--- src/rtl/lsu_mem_port_pkg.sv ---
// Shared types and constants for the LSU memory port: funct3 encodings, byte-enable
// patterns, FSM state type and request decode helpers.
package lsu_mem_port_pkg;

  localparam logic [2:0] LS_BYTE  = 3'b000;
  localparam logic [2:0] LS_HALF  = 3'b001;
  localparam logic [2:0] LS_WORD  = 3'b010;
  localparam logic [2:0] LS_UBYTE = 3'b100;
  localparam logic [2:0] LS_UHALF = 3'b101;

  localparam logic [3:0] BE_BYTE = 4'b0001;
  localparam logic [3:0] BE_HALF = 4'b0011;
  localparam logic [3:0] BE_WORD = 4'b1111;

  typedef enum logic [1:0] {IDLE, ISSUE, WAIT, RESP} lsu_state_t;

  function automatic logic ls_legal(input logic we, input logic [2:0] funct3,
                                    input logic [1:0] lane);
    case (funct3)
      LS_BYTE:  return 1'b1;
      LS_HALF:  return !lane[0];
      LS_WORD:  return lane == 2'b00;
      LS_UBYTE: return !we;
      LS_UHALF: return !we && !lane[0];
      default:  return 1'b0;
    endcase
  endfunction

  function automatic logic [3:0] ls_be(input logic [2:0] funct3, input logic [1:0] lane);
    case (funct3)
      LS_BYTE, LS_UBYTE: return BE_BYTE << lane;
      LS_HALF, LS_UHALF: return BE_HALF << lane;
      default:           return BE_WORD;
    endcase
  endfunction

  // Replicate store data into every lane so the byte enables alone select the target.
  function automatic logic [31:0] ls_wdata(input logic [2:0] funct3, input logic [31:0] wdata);
    case (funct3)
      LS_BYTE, LS_UBYTE: return {4{wdata[7:0]}};
      LS_HALF, LS_UHALF: return {2{wdata[15:0]}};
      default:           return wdata;
    endcase
  endfunction

endpackage

--- src/rtl/lsu_load_extend.sv ---
// Selects the addressed byte/half lane of a memory read word and sign- or
// zero-extends it according to funct3.
module lsu_load_extend
  import lsu_mem_port_pkg::*;
(
  input  logic [2:0]  funct3,
  input  logic [1:0]  addr,
  input  logic [31:0] rdata,
  output logic [31:0] result
);

  logic [31:0] lane;

  always_comb begin
    lane = rdata >> {addr, 3'b000};
    case (funct3)
      LS_BYTE:  result = {{24{lane[7]}}, lane[7:0]};
      LS_HALF:  result = {{16{lane[15]}}, lane[15:0]};
      LS_UBYTE: result = {24'b0, lane[7:0]};
      LS_UHALF: result = {16'b0, lane[15:0]};
      default:  result = lane;
    endcase
  end

endmodule

--- src/rtl/lsu_mem_port.sv ---
// LSU memory-side responder: one outstanding word-aligned byte-enabled access.
// Optional abort of stuck accesses when LSU_TIMEOUT_EN is defined.
//
// state | meaning
// IDLE  | ready for a request
// ISSUE | mem_req held until mem_gnt
// WAIT  | granted, waiting for mem_rvalid
// RESP  | response held until resp_ready
module lsu_mem_port
  import lsu_mem_port_pkg::*;
#(
  parameter int ADDR_W = 32
`ifdef LSU_TIMEOUT_EN
  , parameter int TIMEOUT_CYCLES = 255
`endif
) (
  input  logic              clk,
  input  logic              rst_n,
  input  logic              req_valid,
  output logic              req_ready,
  input  logic              req_we,
  input  logic [2:0]        req_funct3,
  input  logic [ADDR_W-1:0] req_addr,
  input  logic [31:0]       req_wdata,
  input  logic [4:0]        req_rd,
  output logic              resp_valid,
  input  logic              resp_ready,
  output logic [31:0]       resp_rdata,
  output logic [4:0]        resp_rd,
  output logic              resp_err,
  output logic              mem_req,
  input  logic              mem_gnt,
  output logic              mem_we,
  output logic [3:0]        mem_be,
  output logic [ADDR_W-1:0] mem_addr,
  output logic [31:0]       mem_wdata,
  input  logic              mem_rvalid,
  input  logic [31:0]       mem_rdata
);

  lsu_state_t  state, state_nxt;
  logic [2:0]  funct3_q;
  logic [1:0]  lane_q;
  logic [31:0] load_ext;
  logic        accept, legal, timeout;

  assign accept = req_valid && req_ready;
  assign legal  = ls_legal(req_we, req_funct3, req_addr[1:0]);

  lsu_load_extend u_load_extend (
    .funct3 (funct3_q),
    .addr   (lane_q),
    .rdata  (mem_rdata),
    .result (load_ext)
  );

`ifdef LSU_TIMEOUT_EN
  localparam int CNT_W = ($clog2(TIMEOUT_CYCLES + 1) > 8) ? $clog2(TIMEOUT_CYCLES + 1) : 8;
  logic [CNT_W-1:0] to_cnt;

  always_ff @(posedge clk or negedge rst_n) begin
    if (!rst_n)                              to_cnt <= '0;
    else if (accept)                         to_cnt <= '0;
    else if (state == ISSUE || state == WAIT) to_cnt <= to_cnt + 1'b1;
  end

  // to_cnt counts completed busy cycles, so abort in the cycle that completes the budget.
  assign timeout = (state == ISSUE || state == WAIT) && (to_cnt == CNT_W'(TIMEOUT_CYCLES - 1));
`else
  assign timeout = 1'b0;
`endif

  always_ff @(posedge clk or negedge rst_n) begin
    if (!rst_n) state <= IDLE;
    else        state <= state_nxt;
  end

  always_comb begin
    state_nxt = state;
    case (state)
      IDLE:  if (accept) state_nxt = legal ? ISSUE : RESP;
      ISSUE: if (timeout) state_nxt = RESP;
             else if (mem_gnt) state_nxt = WAIT;
      WAIT:  if (timeout || mem_rvalid) state_nxt = RESP;
      RESP:  if (resp_ready) state_nxt = IDLE;
      default: state_nxt = IDLE;
    endcase
  end

  always_comb begin
    req_ready  = 1'b0;
    mem_req    = 1'b0;
    resp_valid = 1'b0;
    case (state)
      IDLE:    req_ready  = 1'b1;
      ISSUE:   mem_req    = 1'b1;
      RESP:    resp_valid = 1'b1;
      default: ;
    endcase
  end

  always_ff @(posedge clk or negedge rst_n) begin
    if (!rst_n) begin
      funct3_q   <= '0;
      lane_q     <= '0;
      mem_we     <= 1'b0;
      mem_be     <= '0;
      mem_addr   <= '0;
      mem_wdata  <= '0;
      resp_rd    <= '0;
      resp_rdata <= '0;
      resp_err   <= 1'b0;
    end else if (accept) begin
      funct3_q   <= req_funct3;
      lane_q     <= req_addr[1:0];
      mem_we     <= req_we;
      mem_be     <= ls_be(req_funct3, req_addr[1:0]);
      mem_addr   <= {req_addr[ADDR_W-1:2], 2'b00};
      mem_wdata  <= ls_wdata(req_funct3, req_wdata);
      resp_rd    <= req_rd;
      resp_rdata <= '0;
      resp_err   <= !legal;
    end else if (timeout) begin
      resp_rdata <= '0;
      resp_err   <= 1'b1;
    end else if (state == WAIT && mem_rvalid) begin
      resp_rdata <= mem_we ? 32'b0 : load_ext;
    end
  end

endmodule

--- config.mk ---
export PLATFORM = sky130hd
export DESIGN_NAME = lsu_mem_port
export DESIGN_NICKNAME = d
export VERILOG_FILES = /design/src/rtl/lsu_mem_port_pkg.sv /design/src/rtl/lsu_load_extend.sv /design/src/rtl/lsu_mem_port.sv
export SDC_FILE = /design/constraint.sdc
export NUM_CORES = 1
export LEC_CHECK = 0
export ABC_AREA = 1
export ABC_CLOCK_PERIOD_IN_PS = 1800
export CAP_MARGIN = 20
export CORE_UTILIZATION = 43
export DETAILED_ROUTE_END_ITERATION = 10
export GPL_TIMING_DRIVEN = 0
export PLACE_DENSITY_LB_ADDON = 0.2
export SETUP_SLACK_MARGIN = 0.15
export SYNTH_ARGS = -nofsm -noshare
export SYNTH_HDL_FRONTEND = slang
export SYNTH_SLANG_ARGS = --single-unit
--- constraint.sdc ---
create_clock -name clk -period 1.8 [get_ports clk]
set_input_delay 0.36 -clock clk [delete_from_list [all_inputs] [get_ports clk]]
set_output_delay 0.36 -clock clk [all_outputs]
set_load 0.03 [all_outputs]
**Word level (Yosys, flattened, before mapping)**

Index checks and enable logic that the tools add are counted.

- Output and inout port bits: 110
- Word-level logic and storage cells: 57
- Register bits: 112

- Equal/unequal tests: 14
- Reduce and logical (&&, ||, !) cells: 14
- Shift operators: 3
- Mux-type cells: 16

Operators by type and width:

| kind | count |
|---|---|
| $pmux 32 s4 | 1 |
| $mux 32 | 3 |
| $pmux 32 s2 | 1 |
| $shr 32x5->32 | 1 |
| $eq 3x3->1 const B | 4 |
| $mux 2 | 5 |
| $ne 2x2->1 const B | 4 |
| $pmux 2 s4 | 1 |
| $pmux 4 s2 | 1 |
| $eq 3x1->1 const B | 2 |
| $logic_not 3->1 | 2 |
| $pmux 1 s5 | 1 |
| $eq 2x2->1 const B | 2 |
| $logic_not 2->1 | 2 |
| $reduce_and 4->1 | 1 |
| $reduce_or 2->1 | 2 |
| $shl 1x2->4 const A | 1 |
| $shl 2x2->4 const A | 1 |
| $eq 3x2->1 const B | 1 |
| $logic_and 1x1->1 | 3 |
| $logic_not 1->1 | 3 |
| $mux 1 | 3 |
| $eq 2x1->1 const B | 1 |
| $reduce_bool 2->1 | 1 |

**Logic depth before layout (Yosys ltp)**

Gate-level depths: netlist of the first run.

- Depth after elaboration: 6
- Depth in mapped cells: 10
- Gate-level depth less buffers: 9

**Cells and area by module**

Synthesis of the first run repeated with hierarchy kept, for this count alone.

- Cells, all modules: 707
- Area, all modules: 5,803.1 µm²

By module, submodules not included:

| module | times used | cells an instance | area an instance (µm²) |
|---|---|---|---|
| lsu_mem_port | 1 | 549 | 4,882.2 |
| lsu_load_extend | 1 | 158 | 920.9 |

**Worst setup path after synthesis of the first run**

No wires, ideal clock.

- Path type: reg2reg
- From: reg state[0]
- To: reg resp_rdata[28]
- Stages on the path, launching flop included: 11
- Arrival time: 1.611 ns
- Setup time: 0.117 ns
- Path buffers: 1
- Data required time: 1.683 ns
- Setup slack: 0.072 ns
- Cells stage by stage: dfrtp_1 -> inv_1 -> ha_1 -> nand2_1 -> inv_2 -> nor3_4 -> buf_2 -> o21ai_0 -> inv_1 -> nand2_1 -> nand2_1

- Cells in the longest elaborated chain, start to end: 4
- Elaborated cells on any way between the ends: 7
- Those cells by class: 1 x eq/ne; 2 x mux; 4 x reduce/logical

RTL lines:

| what | line | source |
|---|---|---|
| start: declaration | lsu_mem_port.sv:41 | `lsu_state_t state, state_nxt;` |
| start signal: assignment | lsu_mem_port.sv:75 | `else state <= state_nxt;` |
| $logic_not 2->1 (*) | lsu_mem_port.sv:94 | `case (state)` |
| $mux 1 (*) | lsu_mem_port.sv:94 |  |
| named net req_ready | lsu_mem_port.sv:20 | `output logic req_ready,` |
| $logic_and 1x1->1 (*) | lsu_mem_port.sv:47 | `assign accept = req_valid && req_ready;` |
| $mux 32 / $reduce_bool 2->1 (equally long branches) | -- |  |
| end signal: assignment | lsu_mem_port.sv:127 | `resp_rdata <= mem_we ? 32'b0 : load_ext;` |
| end: declaration | lsu_mem_port.sv:28 | `output logic [31:0] resp_rdata,` |

Mark *: on every way through the listed nets, which the timed path passes. The rest lies on a longest branch.
A chain may end at the register's enable or synchronous reset.

**Worst setup path in the final report of the first run**

- From: reg state[0]
- To: out req_ready

- Cells in the longest elaborated chain, start to end: 2

RTL lines:

| what | line |
|---|---|
| $logic_not 2->1 | lsu_mem_port.sv:94 |
| $mux 1 | lsu_mem_port.sv:94 |
| end: declaration | lsu_mem_port.sv:20 |

No other way between the ends.

==> results of run 1 <==
## worst reg2reg max path: cells and delay by family (launching register included)
family	cells	cell delay (ps)
flip-flops	1	400
AO/OA/AOI/OAI	1	90
adder cells (fa/ha/maj)	1	190
buffers and inverters	5	560
AND/OR/NAND/NOR	4	250
## layout make-up
cell class / count / area share, %
sequential: 112 / 34.4
inverter: 44 / 2.06
clock buffer: 9 / 2.76
tap: 168 / 2.58
buffer: 41 / 2.81
multi-input combinational: 511 / 28.1
clock inverter: 7 / 0.661
timing repair buffer: 230 / 26.6
## registers in the layout, indices dropped and copies added (netlist names)
signal / cells
mem_addr: 30
funct3_q: 3
mem_we: 1
lane_q: 2
state: 2
resp_rd: 5
resp_rdata: 32
mem_be: 4
resp_err: 1
mem_wdata: 32
## cells by family (layout without fill, tap and decap cells)
group	count (synthesis)	count (layout)
simple gates	397	397
flops	112	112
other cells	1	2
fa+ha+maj	5	5
buf+inv	86	331
compound gates	107	107
## report_power, final
group          internal, mW  switching, mW  total (mW)
logic                  2.53           4.96        7.49
registers              3.55          0.552        4.10
clock network         0.956          0.987        1.94
total                  7.03           6.50        13.5
## placed cells by master (no fill, tap or decap), types with 2 or more instances in the layout
cell type,synthesis,final
inv_1,39,36
nand3_1,41,41
nor2_1,6,5
clkinvlp_4,0,2
o211ai_1,7,7
o21ai_0,59,59
clkinv_2,0,2
inv_6,0,2
clkbuf_2,0,17
clkdlybuf4s50_1,0,109
conb_1,1,2
clkbuf_1,18,7
buf_1,10,2
buf_2,10,8
o21ai_1,6,6
ha_4,0,2
nand2_1,337,335
ha_2,0,2
dlygate4sd2_1,0,105
nand3_4,2,2
o22ai_1,2,2
dfrtp_1,112,112
nor3_1,7,7
a21oi_1,32,31
buf_4,2,12
buf_6,2,8
inv_2,4,7
clkbuf_16,0,9
## timing repair
| action | 4_1_cts | 5_1_grt |
|---|---|---|
| buffers inserted | 5 | 4 |
| resized for setup | 140 | 29 |
| hold endpoints to repair | 25 | 0 |
| cloned | 1 | 0 |
| hold buffers | 1 | 0 |
| endpoints found under the setup margin | 217 | 81 |
| pin swaps | 2 | 2 |
## worst max path at each step
stage | start | to | slack (ps) | cells past startpoint
final | state[0] | req_ready | 140 | 3
after global routing | state[0] | resp_rdata[27] | 90 | 11
after CTS | state[0] | req_ready | 30 | 3
after detailed placement | req_valid | resp_rdata[28] | -260 | 9
after global placement | rst_n | mem_addr[17] | -4020 | 1
after floorplan | state[0] | resp_rdata[28] | 180 | 10
## routing by layer
| layer | part of all wire [%] | track usage, % | vias to the layer above | wire length [um] |
|---|---|---|---|---|
| met2 | 48 | 44.5 | 235 | 7910 |
| met4 | 3.0 | 9.70 | 0 | 506 |
| met5 | 0 | 0 | - | 0 |
| met3 | 7.7 | 7.65 | 37 | 1270 |
| met1 | 42 | 33.4 | 2516 | 6920 |
| li1 | - | - | 2723 | - |
## per-stage QoR
stage	hold WS, ps	TNS, ps	worst slack [ps]	cells
4_1_cts	427	0	34.7	1119
3_5_place_dp	240	-15760	-256	1096
6_report	436	0	144	1122
2_1_floorplan	64.4	0	183	709
5_1_grt	455	0	85.2	1122
3_3_place_gp	461	-464820	-4020	1095
==> metrics.md, run 1 <==
| Metric | Value |
|---|---|
| Synthesis Warnings | 0 |
| Final setup fails | 0 |
| DR iter-0 viols | 445 |
| Post-synth EDFFs | 0 |
| CP cell instances | inv_2 -> ha_4 -> clkbuf_2 |
| First-pass iteration count of the detailed router | 5 |
| Delay-heaviest family, CP | flip-flops |
| R2R Path End | resp_rdata[29] |
| Clock Latency Late Sink | 360 ps |
| Top post-synthesis cells by area | dfrtp_1 (52%), nand2_1 (23%), o21ai_0 (5.5%) |
| Flop2flop setup slack | 200 ps |
| Final wirelength | 16,600 um |
| Cells after synthesis | 708 |
| Row count | 40 |
| CTS tree | built |
| Crit. End Element | output port |
| Slew headroom | 65.7% |
| Initial antenna violation count | 0 |
| Ys async rst share | 100% |
| Mux contribution to synthesized area | 0% |
| Worst path bufs/invs | 2 |
| Chip Height | 114 um |
| Vias | 5,511 |
| Fmax | 0.604 GHz |
| HP Class | in -> async |
| Slowest CP cell | dfrtp_1 |
| TritonCTS buffer count | 9 |
| FILL cells | 1,101 |
| Adder-Cell Fraction of Synth Area | 1.16% |
| CP required | 1440 ps |
| Die footprint | 13,000 um2 |
| Multi-input logic area | 2290 um2 |
| Peak supply drop | 885 uV |
| Pin count of the biggest net entering global routing | 88 |
| Initial core utilization | 44.5% |
| Dominant synthesized flop cell | dfrtp_1 |
| GPL Wtd Cong | 0.873 |
| Max cap viols | 0 |
| Reg2reg start | state[0] |
| Area post-placement | 7820 um2 |
| Sequential cell area | 2800 um2 |
| IO Pins | 221 |
| Synth top area share | 52.0% |
| Final Max Tran Viols | 0 |
| Avg Cell Area, Syn | 7.61 um2 |
| Most frequent cell after synthesis | nand2_1 |
| Core footprint | 12,100 um2 |
| Ant diodes | 0 |
| # port buffers | 218 |
| Type of the worst setup path | reg -> out |
| Synth cell types | 26 |
| WL/cell | 14.8 um |
| Seq/Total Area, Yosys | 52.0% |
| Number of register bits inferred by synthesis | 112 |
| Final ANT Viol Nets | 0 |
| Simple logic cell fraction of the synthesized area | 29.7% |
| Final Hold Viols | 0 |
| Mapped cell area | 5390 um2 |
| Synth Area in Compound Gates | 10.4% |
| Max FO, Critical Path | 4 |
| Core Util, Final | 67.3% |
| Post-synth top cells | nand2_1 (337), dfrtp_1 (112), o21ai_0 (59) |
| Sink Count | 112 |
| GRT Util Overall | 26.8% |
| Synth-to-Final Area Change | 51.2% |
| Max incr delay on CP | 400 ps |
| Tot Pwr | 13.5 mW |
| Layout cells sized above 1 | 8.91% |
| Vias per cell | 4.91 |
| XOR/XNOR share of the synthesized area | 0% |
| RSZ-0062 raised after global routing | yes |
| Clk buf depth | 2 |
| Leak Pwr | 4.44 nW |
| H-tree depth | 3 |
| # DRC | 0 |
| Final Skew | 11.6 ps |
| Critical path launch point type | flip-flop |
| Final Cell Area | 8150 um2 |
| Clk slew on worst S/H paths | 70 ps |
| Worst-case reg-to-reg path depth | 11 |
| Die width | 114 um |
| Detailed Place HPWL | 12,200 um |
| Main combinational cell family by area after synthesis | simple AND/OR/NAND/NOR gates |
| First-pass GRT wire length | 26,700 um |
| Worst slew pin tran | 515 ps |
| Number of global-route vias before repair | 5,340 |
| Clock root buffer | clkbuf_16 |
| Congestion Overflow GR | 0 |
| Period minus WS final | 1660 ps |
| Final worst path period share | 92.0% |
| Outcome | finished clean |
| PD cells | 1660 nW/um2 |
| Leading area contributor after synthesis | dfrtp_1 |
| Final #Nets | 1,065 |
| Critical Path AT | 1300 ps |
Note: power is estimated with default switching activity, not from simulation.
==> run 2: changes to the inputs <==
--- a/config.mk
+++ b/config.mk
@@ -13,6 +13,7 @@
 export GPL_TIMING_DRIVEN = 0
 export PLACE_DENSITY_LB_ADDON = 0.2
 export SETUP_SLACK_MARGIN = 0.15
+export SKIP_LAST_GASP = 1
 export SYNTH_ARGS = -nofsm -noshare
 export SYNTH_HDL_FRONTEND = slang
 export SYNTH_SLANG_ARGS = --single-unit
==> results of run 2 <==
Final layout, timing and power as in run 1 (identical DEF).
